### src/rtl/cpu_sequencer.sv
`default_nettype none
// ============================================================================
// Module      : cpu_sequencer
// Description : State register, IR, zero flag and halt latch for the 8-bit
//               multi-cycle CPU, with single-step control and counters.
// Revision    : 1.0 - initial release
// ============================================================================
module cpu_sequencer #(
  parameter int CNT_W = 16
) (
  input  logic             clk,
  input  logic             reset,
  input  logic [2:0]       next_state,
  input  logic             ir_we,
  input  logic             zf_we,
  input  logic             halt,
  input  logic [7:0]       mem_rdata,
  input  logic             alu_zero,
  input  logic             step_mode,
  input  logic             step_req,
  output logic [2:0]       state,
  output logic [7:0]       instr,
  output logic             zf,
  output logic             advance,
  output logic             halted,
  output logic             illegal,
  output logic             step_ack,
  output logic [CNT_W-1:0] cycle_count,
  output logic [CNT_W-1:0] retire_count
);

  typedef enum logic [2:0] {
    FETCH      = 3'b000,
    DECODE     = 3'b001,
    EXECUTE    = 3'b010,
    MEMORY     = 3'b011,
    WRITEBACK  = 3'b100,
    HALT_STATE = 3'b101
  } state_t;

  state_t           r_state, w_state_nxt;
  logic             r_halted, w_halted_nxt;
  logic             r_illegal, w_illegal_nxt;
  logic [7:0]       r_instr;
  logic             r_zf;
  logic             r_step_ack;
  logic             r_step_req_q;
  logic [CNT_W-1:0] r_cycle_count;
  logic [CNT_W-1:0] r_retire_count;

  logic w_step_pulse;
  logic w_advance;
  logic w_illegal_ns;
  logic w_retire;

  assign w_step_pulse = step_req & ~r_step_req_q;
  // In step mode only the FETCH stall waits for a step edge; an instruction
  // already in flight always runs through to the next FETCH.
  assign w_advance    = !r_halted && (!step_mode || (r_state != FETCH) || w_step_pulse);
  assign w_illegal_ns = (next_state[2:1] == 2'b11);
  assign w_retire     = (r_state != FETCH) && (next_state == FETCH);

  always_comb begin
    w_state_nxt   = r_state;
    w_halted_nxt  = r_halted;
    w_illegal_nxt = r_illegal;
    if (w_advance) begin
      if (w_illegal_ns) begin
        w_state_nxt   = HALT_STATE;
        w_halted_nxt  = 1'b1;
        w_illegal_nxt = 1'b1;
      end else if (halt || (next_state == HALT_STATE)) begin
        w_state_nxt  = HALT_STATE;
        w_halted_nxt = 1'b1;
      end else begin
        w_state_nxt = state_t'(next_state);
      end
    end
  end

  always_ff @(posedge clk or posedge reset) begin
    if (reset) begin
      r_state   <= FETCH;
      r_halted  <= 1'b0;
      r_illegal <= 1'b0;
    end else begin
      r_state   <= w_state_nxt;
      r_halted  <= w_halted_nxt;
      r_illegal <= w_illegal_nxt;
    end
  end

  always_ff @(posedge clk or posedge reset) begin
    if (reset) begin
      r_instr        <= 8'h00;
      r_zf           <= 1'b0;
      r_step_ack     <= 1'b0;
      r_step_req_q   <= 1'b0;
      r_cycle_count  <= '0;
      r_retire_count <= '0;
    end else begin
      r_step_req_q <= step_req;
      // Ack is a pulse, so it clears on stalled cycles rather than holding.
      r_step_ack   <= w_advance && w_retire && step_mode;
      if (w_advance) begin
        if (ir_we) r_instr <= mem_rdata;
        if (zf_we) r_zf    <= alu_zero;
        r_cycle_count <= r_cycle_count + CNT_W'(1);
        if (w_retire) r_retire_count <= r_retire_count + CNT_W'(1);
      end
    end
  end

  assign state        = r_state;
  assign instr        = r_instr;
  assign zf           = r_zf;
  assign advance      = w_advance;
  assign halted       = r_halted;
  assign illegal      = r_illegal;
  assign step_ack     = r_step_ack;
  assign cycle_count  = r_cycle_count;
  assign retire_count = r_retire_count;

endmodule
`default_nettype wire
### config.mk
export PLATFORM = sky130hd
export DESIGN_NAME = cpu_sequencer
export DESIGN_NICKNAME = d
export VERILOG_FILES = /design/src/rtl/cpu_sequencer.sv
export SDC_FILE = /design/constraint.sdc
export NUM_CORES = 1
export LEC_CHECK = 0
export CAP_MARGIN = 40
export CELL_PAD_IN_SITES_DETAIL_PLACEMENT = 1
export CELL_PAD_IN_SITES_GLOBAL_PLACEMENT = 1
export CORE_ASPECT_RATIO = 1.4
export CORE_MARGIN = 8
export CORE_UTILIZATION = 35
export DETAILED_ROUTE_END_ITERATION = 12
export GPL_ROUTABILITY_DRIVEN = 0
export PLACE_DENSITY_LB_ADDON = 0.12
export SLEW_MARGIN = 40
export SYNTH_ARGS = -nofsm -noshare
export SYNTH_HDL_FRONTEND = slang
export SYNTH_SLANG_ARGS = --single-unit
### constraint.sdc
create_clock -name clk -period 2.5 [get_ports clk]
set_input_delay 0.25 -clock clk [delete_from_list [all_inputs] [get_ports clk]]
set_output_delay 0.25 -clock clk [all_outputs]
set_load 0.01 [all_outputs]
==> metrics.txt, run 1 <==
cts bufs inserted=5; Worst slew margin=60.59%; largest fanout on the critical path=8; FILL cells=607; Top FF cell, synth=dfrtp_1; final slew viol count=0; number of global-route vias before repair=1,880; Layout Nets=258; # rows=33; post-DP HPWL=4392 um; Post-synth EDFFs=0; clk_lat worst skew=290 ps; worst slew pin tran=590.3 ps; synthesized cell area=2102 um^2; Final Skew=6.948 ps; Area growth, synth to finish=40.06%; core outline area=5822 um^2; # Post-CTS Setup Buffers=0; PwrDens=496.7 nW/um^2; Initial Utilization=36.11%; Setup TNS=0 ps; Setup CP Type=reg2out; CP Data Required Time=2250 ps; ANT cells=0; initial antenna violation count=0; syn_nets=186; endpoints failing hold=0; via/cell ratio=5.023; overall routing resource usage=13.64%; Startpoint Class=flop; fmax=0.4647 GHz; Leak Pwr=1.216 nW; syn avg cell area=12.74 um^2; Tcrit/Tclk final=86.08%; status=finished, final reports clean; max_cap viols=0; worst vdd rail ir drop=259.0 uV; CP arrival=1900 ps; worst r2r path cells=4; average wire per standard cell=18.15 um; Die Width=81.50 um; Yosys reg bits=48; DRC viols=0; die area=8777 um^2; Finish-stage setup viols=0; I/O Buffers=66; FFs w/ async S/R, synth=100.0%; Via Count=1,547; first-pass GRT wire length=9315 um; Die H=107.7 um; Synth cell types=31; # resized after CTS=0; CTS root buf=clkbuf_8; share of post-route cells with drive strength above 1=12.18%; most common cell after layout, fill and taps aside=clkdlybuf4s50_1; final critical-path required period=2152 ps; TritonCTS clock tree=built; most frequent cells in the layout=clkdlybuf4s50_1, dfrtp_1, xnor2_1, nand3_1, nand2_1; CTS sink count=48; clock tree buffer depth=2; RSZ-0062 raised after global routing=no; Setup crit end kind=output port; Post-DRT Antenna Nets=0; largest net degree at the start of global routing=29; final worst setup slack=348.0 ps; Hold Crit Class=in2async; Max H-tree Level=2; Mapped Cells=165; Worst-path clk slew=90 ps; Ys Warns=0; DP Worst Slack=346.6 ps; first drt pass iteration count=3; final WL=5589 um; IO Pins=67; DRT iter0 DRCs=46; CTS Hold Buffers Added=0; grt total ovfl=0; Seq/Total Area, Yosys=57.14%; Reg2Reg Setup Slack=600 ps; final core occ=50.57%
==> critical path, stage by stage, from the launching register on <==
cell             delay (ps)
dfrtp_1                 440
nor3_4                  430
a31oi_2                 210
clkdlybuf4s50_1         540
==> path summary, 6_finish.rpt <==
kind | startpoint | end
worst max-delay path | state[1] | advance
worst min-delay path | reset | instr[5]
min in group clk | step_req | r_step_req_q
max in group asynchronous | reset | state[2]
worst min register to register | illegal | illegal
worst max register to register | state[1] | instr[0]
==> cells in the mapped netlist (4+ instances only) <==
master / instances / share of area [%]
and3_1: 4 / 1.2
dfrtp_1: 48 / 57
nand4_1: 9 / 2.7
nor2_1: 4 / 0.71
and2_1: 4 / 1.2
mux2_4: 8 / 5.7
nand3_1: 14 / 3.3
nand2_1: 10 / 1.8
xnor2_1: 27 / 11
==> power by group <==
group / total [W] / leakage [nW] / switching, W / internal, W
Sequential: 0.000828 / 0.629 / 0.0000246 / 0.000803
Combinational: 0.000163 / 0.542 / 0.0000645 / 0.0000990
Clock: 0.000471 / 0.0455 / 0.000245 / 0.000226
==> state kept, by name, summed over array words and instances (netlist names) <==
| name | flops |
|---|---|
| cycle_count | 16 |
| illegal | 1 |
| instr | 8 |
| zf | 1 |
| state | 3 |
| retire_count | 16 |
| r_step_req_q | 1 |
| step_ack | 1 |
| halted | 1 |
==> metal layers <==
metal,vias to the layer above,global-route usage [%],part of all wire [%]
met2,38,25.39,56
met5,-,0,0
met3,7,4.181,5.7
li1,720,-,-
met1,782,13.51,36
met4,0,4.872,2.0
==> per-stage QoR <==
stage | hold WS [ps] | power [W] | instances | instance area [um^2]
after floorplan | 281.4 | 0.0009021 | 165 | 2102
after global placement | 457.1 | 0.001003 | 300 | 2854
after detailed placement | 469.6 | 0.001011 | 300 | 2854
after CTS | 361.3 | 0.001487 | 308 | 2944
after global routing | 393.0 | 0.001529 | 308 | 2944
final | 338.3 | 0.001462 | 308 | 2944
==> final cells by class <==
| type | count | area [um^2] | share of cell area, % |
|---|---|---|---|
| clock buffer | 8 | 90.09 | 3.060 |
| inverter | 2 | 7.507 | 0.2550 |
| multi-input combinational | 110 | 867.1 | 29.45 |
| sequential | 48 | 1201 | 40.80 |
| tap | 70 | 87.58 | 2.975 |
| timing repair buffer | 70 | 690.7 | 23.46 |
==> cells by family (layout without fill, tap and decap cells) <==
logic type | count (synthesis) | count (layout) | synth area share [%]
AOI/OAI and AO/OA | 9 | 9 | 3.393
xor gates and xnor gates | 30 | 30 | 12.50
adders and majority gates | 2 | 2 | 1.190
buffers and inverters | 7 | 80 | 1.607
DFF | 48 | 48 | 57.14
muxes | 11 | 11 | 7.322
and+or+nand+nor | 58 | 58 | 16.85
Note: power is estimated with default switching activity, not from simulation.
==> run 2, diff against run 1 <==
--- a/config.mk
+++ b/config.mk
@@ -13,6 +13,7 @@
 export CORE_UTILIZATION = 35
 export DETAILED_ROUTE_END_ITERATION = 12
 export GPL_ROUTABILITY_DRIVEN = 0
+export MAX_ROUTING_LAYER = met4
 export PLACE_DENSITY_LB_ADDON = 0.12
 export SLEW_MARGIN = 40
 export SYNTH_ARGS = -nofsm -noshare
==> run 2 against run 1 <==
Effect of this change: first-iteration DRC count did not move; non-clock buffer count did not move; maximum frequency barely moved; cell count did not move; power barely moved; combinational power barely moved; global-route usage rose by 0.40 points; count of clock-buffer cells in the layout did not move; via count did not move; sequential share of layout area did not move; critical path depth did not move; largest cell class unchanged; highest routed layer unchanged.
==> metrics.txt, run 2 (same netlist as run 1, synthesis figures left out) <==
via/cell ratio=5.023 (unchanged); Setup TNS=0 ps (unchanged); clock share of power=32.3% (was 32.2%); Setup crit end kind=output port (unchanged); worst vdd rail ir drop=261.3 uV (was 259.0 uV); final core occ=50.57% (unchanged); final slew viol count=0 (unchanged); core outline area=5822 um^2 (unchanged); Crit. Startpoint=state[0] (was state[1]); die area=8777 um^2 (unchanged); Die H=107.7 um (unchanged); average wire per standard cell=18.17 um (was 18.15 um); largest fanout on the critical path=8 (unchanged); most frequent cells in the layout=clkdlybuf4s50_1, dfrtp_1, xnor2_1, nand3_1, nand2_1 (unchanged); Hold Crit Class=in2async (unchanged); Max H-tree Level=2 (unchanged); Setup CP Type=reg2out (unchanged); first drt pass iteration count=4 (was 3); R2R Path End=instr[0] (unchanged); post-DP HPWL=4392 um (unchanged); Worst slew margin=60.59% (about the same); number of global-route vias before repair=1,878 (was 1,880); Die Width=81.50 um (unchanged); Finish-stage setup viols=0 (unchanged); Initial Utilization=36.11% (unchanged); Final Skew=5.697 ps (was 6.948 ps); # rows=33 (unchanged); Area growth, synth to finish=40.06% (unchanged); TritonCTS clock tree=built (unchanged); PwrDens=497.0 nW/um^2 (was 496.7 nW/um^2); endpoints failing hold=0 (unchanged); max_cap viols=0 (unchanged); cts bufs inserted=5 (unchanged); Layout Nets=258 (unchanged); clock tree buffer depth=2 (unchanged); Switching Share=22.91% (was 22.86%); clk_lat worst skew=290 ps (about the same); final instance area=2944 um^2 (unchanged); share of post-route cells with drive strength above 1=12.18% (unchanged); Tcrit/Tclk final=86.16% (was 86.08%); CP arrival=1900 ps (about the same); Post-DRT Antenna Nets=0 (unchanged); worst r2r path cells=4 (unchanged); overall routing resource usage=14.04% (was 13.64%); Area after DPL=2854 um^2 (unchanged); I/O Buffers=66 (unchanged); CTS Hold Buffers Added=0 (unchanged); # resized after CTS=0 (unchanged); worst slew pin tran=590.3 ps (about the same); CTS sink count=48 (unchanged); Leak Pwr=1.216 nW (unchanged); final critical-path required period=2154 ps (was 2152 ps); CTS root buf=clkbuf_8 (unchanged); total internal power=0.001128 W (about the same); sequential power share=56.6% (about the same); Via Count=1,547 (unchanged); R2R Path Start=state[0] (was state[1]); Combinational Power Share=11.2% (about the same); initial antenna violation count=0 (unchanged); DRT iter0 DRCs=46 (unchanged); grt total ovfl=0 (unchanged); DRC viols=0 (unchanged); most common cell after layout, fill and taps aside=clkdlybuf4s50_1 (unchanged); final WL=5596 um (was 5589 um); status=finished, final reports clean (unchanged); largest net degree at the start of global routing=29 (unchanged); fmax=0.4643 GHz (was 0.4647 GHz); RSZ-0062 raised after global routing=no (unchanged); first-pass GRT wire length=9308 um (was 9315 um); IO Pins=67 (unchanged); Startpoint Class=flop (unchanged); # Post-CTS Setup Buffers=0 (unchanged); Reg2Reg Setup Slack=600 ps (about the same); total power=0.001463 W (was 0.001462 W); Psw=0.0003353 W (was 0.0003342 W); Worst-path clk slew=90 ps (about the same); ANT cells=0 (unchanged); CP Data Required Time=2250 ps (about the same)
## run 2: worst max path at each step
stage                            end  cells past startpoint
floorplan                   instr[0]                      5
global placement    retire_count[10]                      5
detailed placement  retire_count[10]                      5
CTS                          advance                      3
global route                 advance                      3
finish                       advance                      3
## run 2: area by class of cell
type | count | area [um^2]
Clock buffer | 8 | 90.09
Sequential cell | 48 | 1201
Fill cell | 607 | 2878
Timing Repair Buffer | 70 | 690.7
Tap cell | 70 | 87.58
Multi-Input combinational cell | 110 | 867.1
Inverter | 2 | 7.507
## run 2: power by group through the flow
stage / Clock (W) / Sequential, W / Combinational [W]
5_1_grt: 0.000520 / 0.000832 / 0.000179
3_3_place_gp: 0 / 0.000841 / 0.000162
6_report: 0.000472 / 0.000828 / 0.000164
3_5_place_dp: 0 / 0.000844 / 0.000168
2_1_floorplan: 0 / 0.000852 / 0.0000503
4_1_cts: 0.000490 / 0.000829 / 0.000168
## run 2: through the flow
stage / hold WS (ps) / setup slack, ps / cells
finish: 338.9 / 346.0 / 308
global route: 393.1 / 210.4 / 308
CTS: 361.3 / 291.2 / 308
detailed placement: 469.6 / 346.6 / 300
global placement: 457.1 / 393.3 / 300
floorplan: 281.4 / 762.3 / 165
## run 2: per-layer routing
metal	vias up	track usage [%]	part of all wire [%]
met5	-	-	0
met4	0	4.872	1.7
met3	6	3.010	3.8
met2	39	25.33	56
met1	782	14.33	39
li1	720	-	-
## run 2: worst max-delay path: stages, from the launching register on
cell,delay (ps)
dfrtp_1,420
nor3_4,440
a31oi_2,210
clkdlybuf4s50_1,540
